`config.mk`:
```
export PLATFORM = sky130hd
export DESIGN_NAME = pixel_dibit_serializer_flat
export DESIGN_NICKNAME = d
export VERILOG_FILES = /design/src/rtl/pixel_dibit_serializer_if.sv /design/src/rtl/pixel_dibit_serializer.sv /design/src/flat_wrapper.sv
export SDC_FILE = /design/constraint.sdc
export NUM_CORES = 1
export LEC_CHECK = 0
export ABC_CLOCK_PERIOD_IN_PS = 3000
export BUFFER_PORTS_ARGS = -buffer_cell sky130_fd_sc_hd__buf_4
export CELL_PAD_IN_SITES_DETAIL_PLACEMENT = 0
export CELL_PAD_IN_SITES_GLOBAL_PLACEMENT = 1
export CORE_ASPECT_RATIO = 2
export CORE_MARGIN = 1.5
export CORE_UTILIZATION = 42
export CTS_CLUSTER_SIZE = 30
export DETAILED_ROUTE_END_ITERATION = 10
export GPL_TIMING_DRIVEN = 0
export PLACE_DENSITY_LB_ADDON = 0.3
export SLEW_MARGIN = 15
export SYNTH_ARGS = -nofsm -noshare
export SYNTH_HDL_FRONTEND = slang
export SYNTH_SLANG_ARGS = --single-unit
```
`constraint.sdc`:
```
create_clock -name clk -period 3 [get_ports clk]
set_clock_uncertainty 0.2 [all_clocks]
set_input_delay 0.6 -clock clk [delete_from_list [all_inputs] [get_ports clk]]
set_output_delay 0.6 -clock clk [all_outputs]
set_load 0.005 [all_outputs]
```
`src/rtl/pixel_dibit_serializer_if.sv`:
```
// Bundle of control, BRAM-read and symbol-stream signals for the pixel dibit serializer.
interface pixel_dibit_serializer_if #(
    parameter int PIXEL_W = 8,
    parameter int OUT_W   = 2,
    parameter int ADDR_W  = 24,
    parameter int CNT_W   = 24
);
    logic               start;
    logic [ADDR_W-1:0]  base_addr;
    logic [CNT_W-1:0]   num_px;
    logic               msb_first;
    logic               stall;
    logic [PIXEL_W-1:0] pixel;
    logic [ADDR_W-1:0]  pixel_addr;
    logic               axiov;
    logic [OUT_W-1:0]   axiod;
    logic               busy;
    logic               done;

    modport master (
        output start, base_addr, num_px, msb_first, stall, pixel,
        input  pixel_addr, axiov, axiod, busy, done
    );

    modport slave (
        input  start, base_addr, num_px, msb_first, stall, pixel,
        output pixel_addr, axiov, axiod, busy, done
    );
endinterface

```
`src/rtl/pixel_dibit_serializer.sv`:
```
// Reads NUM_PX pixels from frame BRAM and streams them out as OUT_W-bit symbols,
// hiding the BRAM read latency behind a one-word prefetch buffer.
module pixel_dibit_serializer #(
    parameter int PIXEL_W  = 8,
    parameter int OUT_W    = 2,
    parameter int ADDR_W   = 24,
    parameter int READ_LAT = 2,
    parameter int CNT_W    = 24
) (
    input  logic                    clk,
    input  logic                    rst,
    pixel_dibit_serializer_if.slave bus
);
    localparam int SYM_N  = PIXEL_W / OUT_W;
    localparam int SCNT_W = $clog2(SYM_N + 1);

    typedef enum logic [1:0] {S_IDLE, S_RUN, S_FLUSH, S_DONE} state_t;

    state_t             state_q, state_d;
    logic [ADDR_W-1:0]  addr_q, addr_d;
    logic [CNT_W-1:0]   remain_q, remain_d;
    logic [READ_LAT:0]  rd_pipe_q, rd_pipe_d;
    logic [PIXEL_W-1:0] pf_q, pf_d;
    logic               pf_full_q, pf_full_d;
    logic [PIXEL_W-1:0] sreg_q, sreg_d;
    logic [SCNT_W-1:0]  scnt_q, scnt_d;
    logic               msb_q, msb_d;

    logic start_ok, start_run, issue, load, shift_out, last_sym;

    always_ff @(posedge clk or negedge rst) begin
        if (!rst) begin
            state_q <= S_IDLE;
        end else begin
            state_q <= state_d;
        end
    end

    always_ff @(posedge clk or negedge rst) begin
        if (!rst) begin
            addr_q    <= '0;
            remain_q  <= '0;
            rd_pipe_q <= '0;
            pf_q      <= '0;
            pf_full_q <= 1'b0;
            sreg_q    <= '0;
            scnt_q    <= '0;
            msb_q     <= 1'b0;
        end else begin
            addr_q    <= addr_d;
            remain_q  <= remain_d;
            rd_pipe_q <= rd_pipe_d;
            pf_q      <= pf_d;
            pf_full_q <= pf_full_d;
            sreg_q    <= sreg_d;
            scnt_q    <= scnt_d;
            msb_q     <= msb_d;
        end
    end

    always_comb begin
        state_d = state_q;
        case (state_q)
            S_IDLE:  if (bus.start) state_d = (bus.num_px == '0) ? S_DONE : S_RUN;
            S_RUN:   if (remain_q == '0) state_d = S_FLUSH;
            S_FLUSH: if (last_sym) state_d = S_DONE;
            S_DONE:  state_d = S_IDLE;
            default: state_d = S_IDLE;
        endcase
    end

    // Bit 0 of rd_pipe marks the cycle the address is on the bus; the top bit marks returned data.
    always_comb begin
        start_ok  = (state_q == S_IDLE) && bus.start;
        start_run = start_ok && (bus.num_px != '0);
        shift_out = (scnt_q != '0) && !bus.stall;
        load      = pf_full_q && !bus.stall && (scnt_q <= SCNT_W'(1));
        issue     = (state_q == S_RUN) && (rd_pipe_q == '0) && (!pf_full_q || load)
                    && (remain_q != '0);
        last_sym  = (rd_pipe_q == '0) && !pf_full_q && (scnt_q == SCNT_W'(1)) && !bus.stall;

        rd_pipe_d = {rd_pipe_q[READ_LAT-1:0], start_run || issue};

        addr_d   = addr_q;
        remain_d = remain_q;
        if (start_run) begin
            addr_d   = bus.base_addr;
            remain_d = bus.num_px - CNT_W'(1);
        end else if (issue) begin
            addr_d   = addr_q + ADDR_W'(1);
            remain_d = remain_q - CNT_W'(1);
        end

        msb_d = start_ok ? bus.msb_first : msb_q;

        pf_d      = pf_q;
        pf_full_d = pf_full_q;
        if (rd_pipe_q[READ_LAT]) begin
            pf_d      = bus.pixel;
            pf_full_d = 1'b1;
        end else if (load) begin
            pf_full_d = 1'b0;
        end

        // The final symbol is left in place so axiod holds while the stream idles.
        sreg_d = sreg_q;
        scnt_d = scnt_q;
        if (load) begin
            sreg_d = pf_q;
            scnt_d = SCNT_W'(SYM_N);
        end else if (shift_out) begin
            scnt_d = scnt_q - SCNT_W'(1);
            if (scnt_q != SCNT_W'(1)) begin
                sreg_d = msb_q ? (sreg_q << OUT_W) : (sreg_q >> OUT_W);
            end
        end
    end

    always_comb begin
        bus.pixel_addr = addr_q;
        bus.axiov      = shift_out;
        bus.axiod      = msb_q ? sreg_q[PIXEL_W-1 -: OUT_W] : sreg_q[OUT_W-1:0];
        bus.busy       = (state_q == S_RUN) || (state_q == S_FLUSH);
        bus.done       = (state_q == S_DONE);
    end
endmodule

```
`src/flat_wrapper.sv`:
```
// flat-port wrapper written by rule: the top's interface ports become plain ports
module pixel_dibit_serializer_flat 
#(
    parameter int PIXEL_W  = 8,
    parameter int OUT_W    = 2,
    parameter int ADDR_W   = 24,
    parameter int READ_LAT = 2,
    parameter int CNT_W    = 24
)
  (clk, rst, bus_start, bus_base_addr, bus_num_px, bus_msb_first, bus_stall, bus_pixel, bus_pixel_addr, bus_axiov, bus_axiod, bus_busy, bus_done);
  pixel_dibit_serializer_if #(.PIXEL_W(PIXEL_W), .OUT_W(OUT_W), .ADDR_W(ADDR_W), .CNT_W(CNT_W)) bus_i ();
  input  logic clk;
  input  logic rst;
  input wire logic [$bits(bus_i.start)-1:0] bus_start;
  input wire logic [$bits(bus_i.base_addr)-1:0] bus_base_addr;
  input wire logic [$bits(bus_i.num_px)-1:0] bus_num_px;
  input wire logic [$bits(bus_i.msb_first)-1:0] bus_msb_first;
  input wire logic [$bits(bus_i.stall)-1:0] bus_stall;
  input wire logic [$bits(bus_i.pixel)-1:0] bus_pixel;
  output wire logic [$bits(bus_i.pixel_addr)-1:0] bus_pixel_addr;
  output wire logic [$bits(bus_i.axiov)-1:0] bus_axiov;
  output wire logic [$bits(bus_i.axiod)-1:0] bus_axiod;
  output wire logic [$bits(bus_i.busy)-1:0] bus_busy;
  output wire logic [$bits(bus_i.done)-1:0] bus_done;
  assign bus_i.start = bus_start;
  assign bus_i.base_addr = bus_base_addr;
  assign bus_i.num_px = bus_num_px;
  assign bus_i.msb_first = bus_msb_first;
  assign bus_i.stall = bus_stall;
  assign bus_i.pixel = bus_pixel;
  assign bus_pixel_addr = bus_i.pixel_addr;
  assign bus_axiov = bus_i.axiov;
  assign bus_axiod = bus_i.axiod;
  assign bus_busy = bus_i.busy;
  assign bus_done = bus_i.done;
  pixel_dibit_serializer #(.PIXEL_W(PIXEL_W), .OUT_W(OUT_W), .ADDR_W(ADDR_W), .READ_LAT(READ_LAT), .CNT_W(CNT_W)) u_core (.clk(clk), .rst(rst), .bus(bus_i));
endmodule
```
Word level (Yosys, flattened, before mapping)
Cells that the tools add are included.
{ "totals": {"register_bits": 74, "inputBits": 61, "out_inout_bits": 29, "word_cells": 69} }
{ "op_classes": {"addsub": 4, "n_lt_le_gt_ge": 1, "eq_ne": 8, "mux": 18, "n_reduce_logical": 29} }
{ "op_table": {"columns": ["operator", "count"], "rows": [
  ["$mux 24", 4],
  ["$logic_not 24->1", 2],
  ["$reduce_bool 24->1", 2],
  ["$sub 24x1->24 const B", 2],
  ["$mux 8", 4],
  ["$add 24x1->24 const B", 1],
  ["$logic_and 1x1->1", 11],
  ["$mux 2", 5],
  ["$pmux 2 s4", 1],
  ["$reduce_bool 2->1", 4],
  ["$mux 3", 2],
  ["$eq 2x2->1 const B", 2],
  ["$ne 2x1->1 const B", 2],
  ["$eq 3x1->1 const B", 1],
  ["$le 3x1->1 const B", 1],
  ["$logic_not 3->1", 1],
  ["$logic_or 1x1->1", 3],
  ["$ne 3x1->1 const B", 1],
  ["$reduce_and 3->1", 1],
  ["$reduce_bool 3->1", 1],
  ["$sub 3x1->3 const B", 1],
  ["$eq 2x1->1 const B", 1],
  ["$logic_not 1->1", 2],
  ["$logic_not 2->1", 1],
  ["3 further kinds", 4]
]} }

Depth between registers and ports, before layout
{ "logic_depth": {"ltp_word": 8, "mapped_depth": 9, "depth_no_buf": 8} }

Worst setup path before layout
No wires, ideal clock.
{ "synth_path": {"kind": "input -> register", "startpoint": "in bus_num_px[0]", "endpoint": "reg u_core.remain_q[17]", "setup_time_ns": 0.133, "t_arrival_ns": 2.381, "t_required_ns": 2.667, "slack_ns": 0.286, "cell_stages": 6, "n_path_buf": 0, "path_cell_list": "or4_4 -> or4_4 -> or3_4 -> nor2_4 -> xnor2_1 -> mux2i_1"} }
{ "synth_via": {"elab_chain_len": 3, "word_cells_on_any_way": 5, "cone_classes": "add/sub: 1; mux: 1; reduce/logical: 3"} }
{ "synth_rtl": {"columns": ["item", "line", "rtl"], "rows": [
  ["start: declaration", "flat_wrapper.sv:16", "input wire logic [$bits(bus_i.num_px)-1:0] bus_num_px;"],
  ["branches (longest 3 deep; another with $sub 24x1->24)", null, null],
  ["end signal: assignment", "pixel_dibit_serializer.sv:51", "remain_q <= remain_d;"],
  ["end: declaration", "pixel_dibit_serializer.sv:21", "logic [CNT_W-1:0] remain_q, remain_d;"]
]} }
Several ways; the timed one is not identified.
A chain may end at the register's enable or synchronous reset.

Final worst setup path
{ "layout_path": {"startpoint": "in bus_num_px[0]", "endpoint": "reg u_core.addr_q[21] (netlist: u_core.bus.pixel_addr[21])"} }
{ "layout_via": {"elab_chain_len": 3, "word_cells_on_any_way": 4, "cone_classes": "mux: 1; reduce/logical: 3"} }
{ "layout_rtl": {"columns": ["item", "line", "rtl"], "rows": [
  ["$reduce_bool 24->1 *", "pixel_dibit_serializer.sv:75", "start_run = start_ok && (bus.num_px != '0);"],
  ["$logic_and 1x1->1 *", "pixel_dibit_serializer.sv:75", null],
  ["$mux 24 / $reduce_bool 2->1 (equally long branches)", null, null],
  ["end signal: assignment", "pixel_dibit_serializer.sv:50", "addr_q <= addr_d;"],
  ["end: declaration", "pixel_dibit_serializer.sv:20", "logic [ADDR_W-1:0] addr_q, addr_d;"]
]} }
Every way passes the cells marked *; elsewhere a longest branch is shown, timed or not.

==> impl_results.md <==
* Initial Utilization at 42.8%
* Max clock buf depth at 2
* Largest net degree at the start of global routing at 75
* Final min period at 2.84 ns
* Max Freq at 352 MHz
* Register area share after synthesis at 41.3%
* IO Pins at 90
* Initial antenna violation count at 0
* Main synth FF type: dfrtp_1
* Pins Over Slew Limit at 0
* Die height at 149 um
* R2R Setup Slk at 0.22 ns
* Num rows at 53
* P_sw at 1.90 mW
* Crit Path Class: input port to flip-flop
* Core outline area at 10500 um^2
* Final worst path period share at 94.7%
* Die area at 11300 um^2
* Clk slew on worst S/H paths at 0.06 ns
* Number of H-tree levels at 3
* TritonCTS clock tree: built
* Mean Syn Cell Area at 9.28 um^2
* Most numerous cell in the Yosys netlist: dfrtp_1
* Antenna diodes at 0
* Critical path endpoint: u_core.bus.pixel_addr[21]
* Vias per cell at 5.74
* # port buffers at 89
* DRC Markers at 0
* Clock Power Share at 20.4%
* Total CTS buffers at 9
* Post-synthesis cell type count at 56
* Post-DP HPWL at 9850 um
* Cell Int Power at 3.04 mW
* Num Clock Sinks at 74
* Vias at 4170
* Finished Cell Area at 5650 um^2
* Root buffer cell: clkbuf_16
* Grt ovf at 0
* Overall Global Routing Usage at 23.4%
* First-pass DRT Iterations at 4
* ANT nets after route at 0
* Slew margin rel. at 36.4%
* Synth top cells by count: dfrtp_1, nand2_1, o21ai_0
* Final setup vio count at 0
* Synthesized cell area at 4480 um^2
* Dpl cells at 709
* Comb pwr share at 39.6%
* Slew @ Worst Pin at 0.954 ns
* DRT iter0 DRCs at 181
* Non-filler cells, final at 726
* Syn_nets at 553
* GR peak layer: met2
* Ys async rst share at 100%
* GR Util met2 at 46.4%
* Synth area leaders: dfrtp_1, xnor2_1, o21ai_0
* Hold Buf Count CTS at 0
* Worst EP required at 3.00 ns
* Worst Setup SP: bus_num_px[0]
* GRT met1 Usage at 23.7%
* Post-synth EDFFs at 0
* Max_cap viols at 0
* Crit path capture type: flip-flop
* Status: completed
* Worst EP arrival at 2.84 ns
* CP Launch Type: input port
* Sequential cell fraction of total power at 40.0%
* Placer Congestion at 0.814
* Top-area cell type share of the netlist area at 41.3%
* Layout cell share with drive strength beyond 1 at 24.4%
* Area delta synth->final at 26.0%
* Critical Path Fanout Max at 10
* Final hold violations at 0
* YS warnings at 0
* FF+latch count, synth at 74
* Post-layout nets at 655
* Power per cell area at 874 nW/um^2
* GRT met3 Usage at 3.43%
* Switching portion of total power at 38.4%
* Clock Latency Late Sink at 0.33 ns
* DRT Wirelength at 12900 um
* HP Class: flip-flop to flip-flop
* Placed cell areas at 5320 um^2
* Total chip power at 4.93 mW
* Cells on worst reg2reg path at 7
* Peak VDD IR at 361 uV
* Vias in the first global route at 4241
* Lkg Pwr at 2.29 nW
* Yosys top cell by area: dfrtp_1
* First-pass GRT wire length at 20600 um
* Die W at 76.0 um
* Mapped Cells at 483
* Reg-to-Reg Start: u_core.remain_q[10]
* Fin Setup TNS at 0 ns
* Worst reg2reg endpoint: u_core.bus.pixel_addr[16]
* WL/cell at 17.8 um
-- power by group through the flow --
stage / registers, mW / logic [mW] / clock network, mW
global placement: 1.95 / 1.90 / 0
finish: 1.97 / 1.96 / 1.00
global route: 2.05 / 2.17 / 1.07
floorplan: 1.86 / 1.22 / 0
detailed placement: 1.98 / 1.95 / 0
CTS: 1.97 / 1.97 / 1.02
-- worst min path at each step --
stage,start,slack [ns],cells past startpoint,end
after floorplan,rst,0.10,0,u_core.bus.pixel_addr[0]
after global placement,u_core.rd_pipe_q[1],0.16,0,u_core.rd_pipe_q[2]
after detailed placement,u_core.rd_pipe_q[1],0.17,0,u_core.rd_pipe_q[2]
after CTS,u_core.rd_pipe_q[1],0.19,0,u_core.rd_pipe_q[2]
after global routing,u_core.rd_pipe_q[1],0.21,0,u_core.rd_pipe_q[2]
final,u_core.rd_pipe_q[1],0.20,0,u_core.rd_pipe_q[2]
-- flip-flops by register name, indices dropped and copies added, names as in the netlist --
register               flops
u_core.scnt_q              3
u_core.pf_full_q           1
u_core.remain_q           24
u_core.msb_q               1
u_core.state_q             2
u_core.pf_q                8
u_core.bus.pixel_addr     24
u_core.sreg_q              8
u_core.rd_pipe_q           3
-- worst max-delay path, cell delays in order --
cell	delay, ns
buf_4	0.13
or4_4	0.59
nor4_4	0.34
and4_1	0.27
nor2_1	0.13
buf_2	0.24
clkbuf_1	0.27
nand2_1	0.18
o21ai_1	0.08
-- cells in the final DEF (no fill, tap or decap), types with 6 or more instances in the layout --
| cell type | instances |
|---|---|
| buf_2 | 6 |
| a21oi_1 | 18 |
| clkbuf_1 | 16 |
| buf_4 | 91 |
| xor2_1 | 7 |
| xnor2_1 | 38 |
| dfrtp_1 | 74 |
| a31oi_1 | 6 |
| nor4_1 | 22 |
| mux2i_1 | 10 |
| nand2_1 | 52 |
| o21ai_0 | 40 |
| ha_1 | 9 |
| nand2b_1 | 6 |
| or4_1 | 8 |
| clkbuf_16 | 9 |
| nor2_1 | 31 |
| inv_1 | 11 |
| mux2_2 | 12 |
| nand3_1 | 15 |
| nor3_1 | 13 |
-- layout make-up --
type | instances | area [um^2]
Inverter | 11 | 41.3
Tap cell | 137 | 171
Clock inverter | 2 | 12.5
Buffer | 21 | 87.6
Clock buffer | 13 | 260
Timing Repair Buffer | 91 | 683
Fill cell | 1037 | 4830
Multi-Input combinational cell | 377 | 2540
Sequential cell | 74 | 1850
-- through the flow --
stage               setup slack [ns]  hold WS (ns)  utilization (%)
floorplan                      0.286         0.104                -
finish                         0.158         0.200             53.9
global placement              -0.325         0.163             50.8
CTS                           0.0103         0.186             53.5
global route                 -0.0110         0.212             53.9
detailed placement            -0.334         0.173             50.8
-- timing repair --
item                                    4_1_cts  5_1_grt
setup buffers                                 0        2
endpoints found under the setup margin       14       43
pin swaps                                     0        2
resized for setup                             1        8
-- per-layer routing --
metal / vias up / share of wire [%]
met5: - / 0
met1: 2072 / 37
met2: 91 / 58
met4: 0 / 2.4
met3: 23 / 3.3
li1: 1984 / -
-- cells by family after synthesis --
kind of cell / count (synthesis) / synth area share (%)
compound gates: 98 / 13.8
xor+xnor: 45 / 8.79
simple gates: 203 / 25.5
flops: 74 / 41.3
buf+inv: 32 / 2.85
fa+ha+maj: 9 / 2.51
mux: 22 / 5.25
No activity file was read; power rests on OpenSTA's default activity.
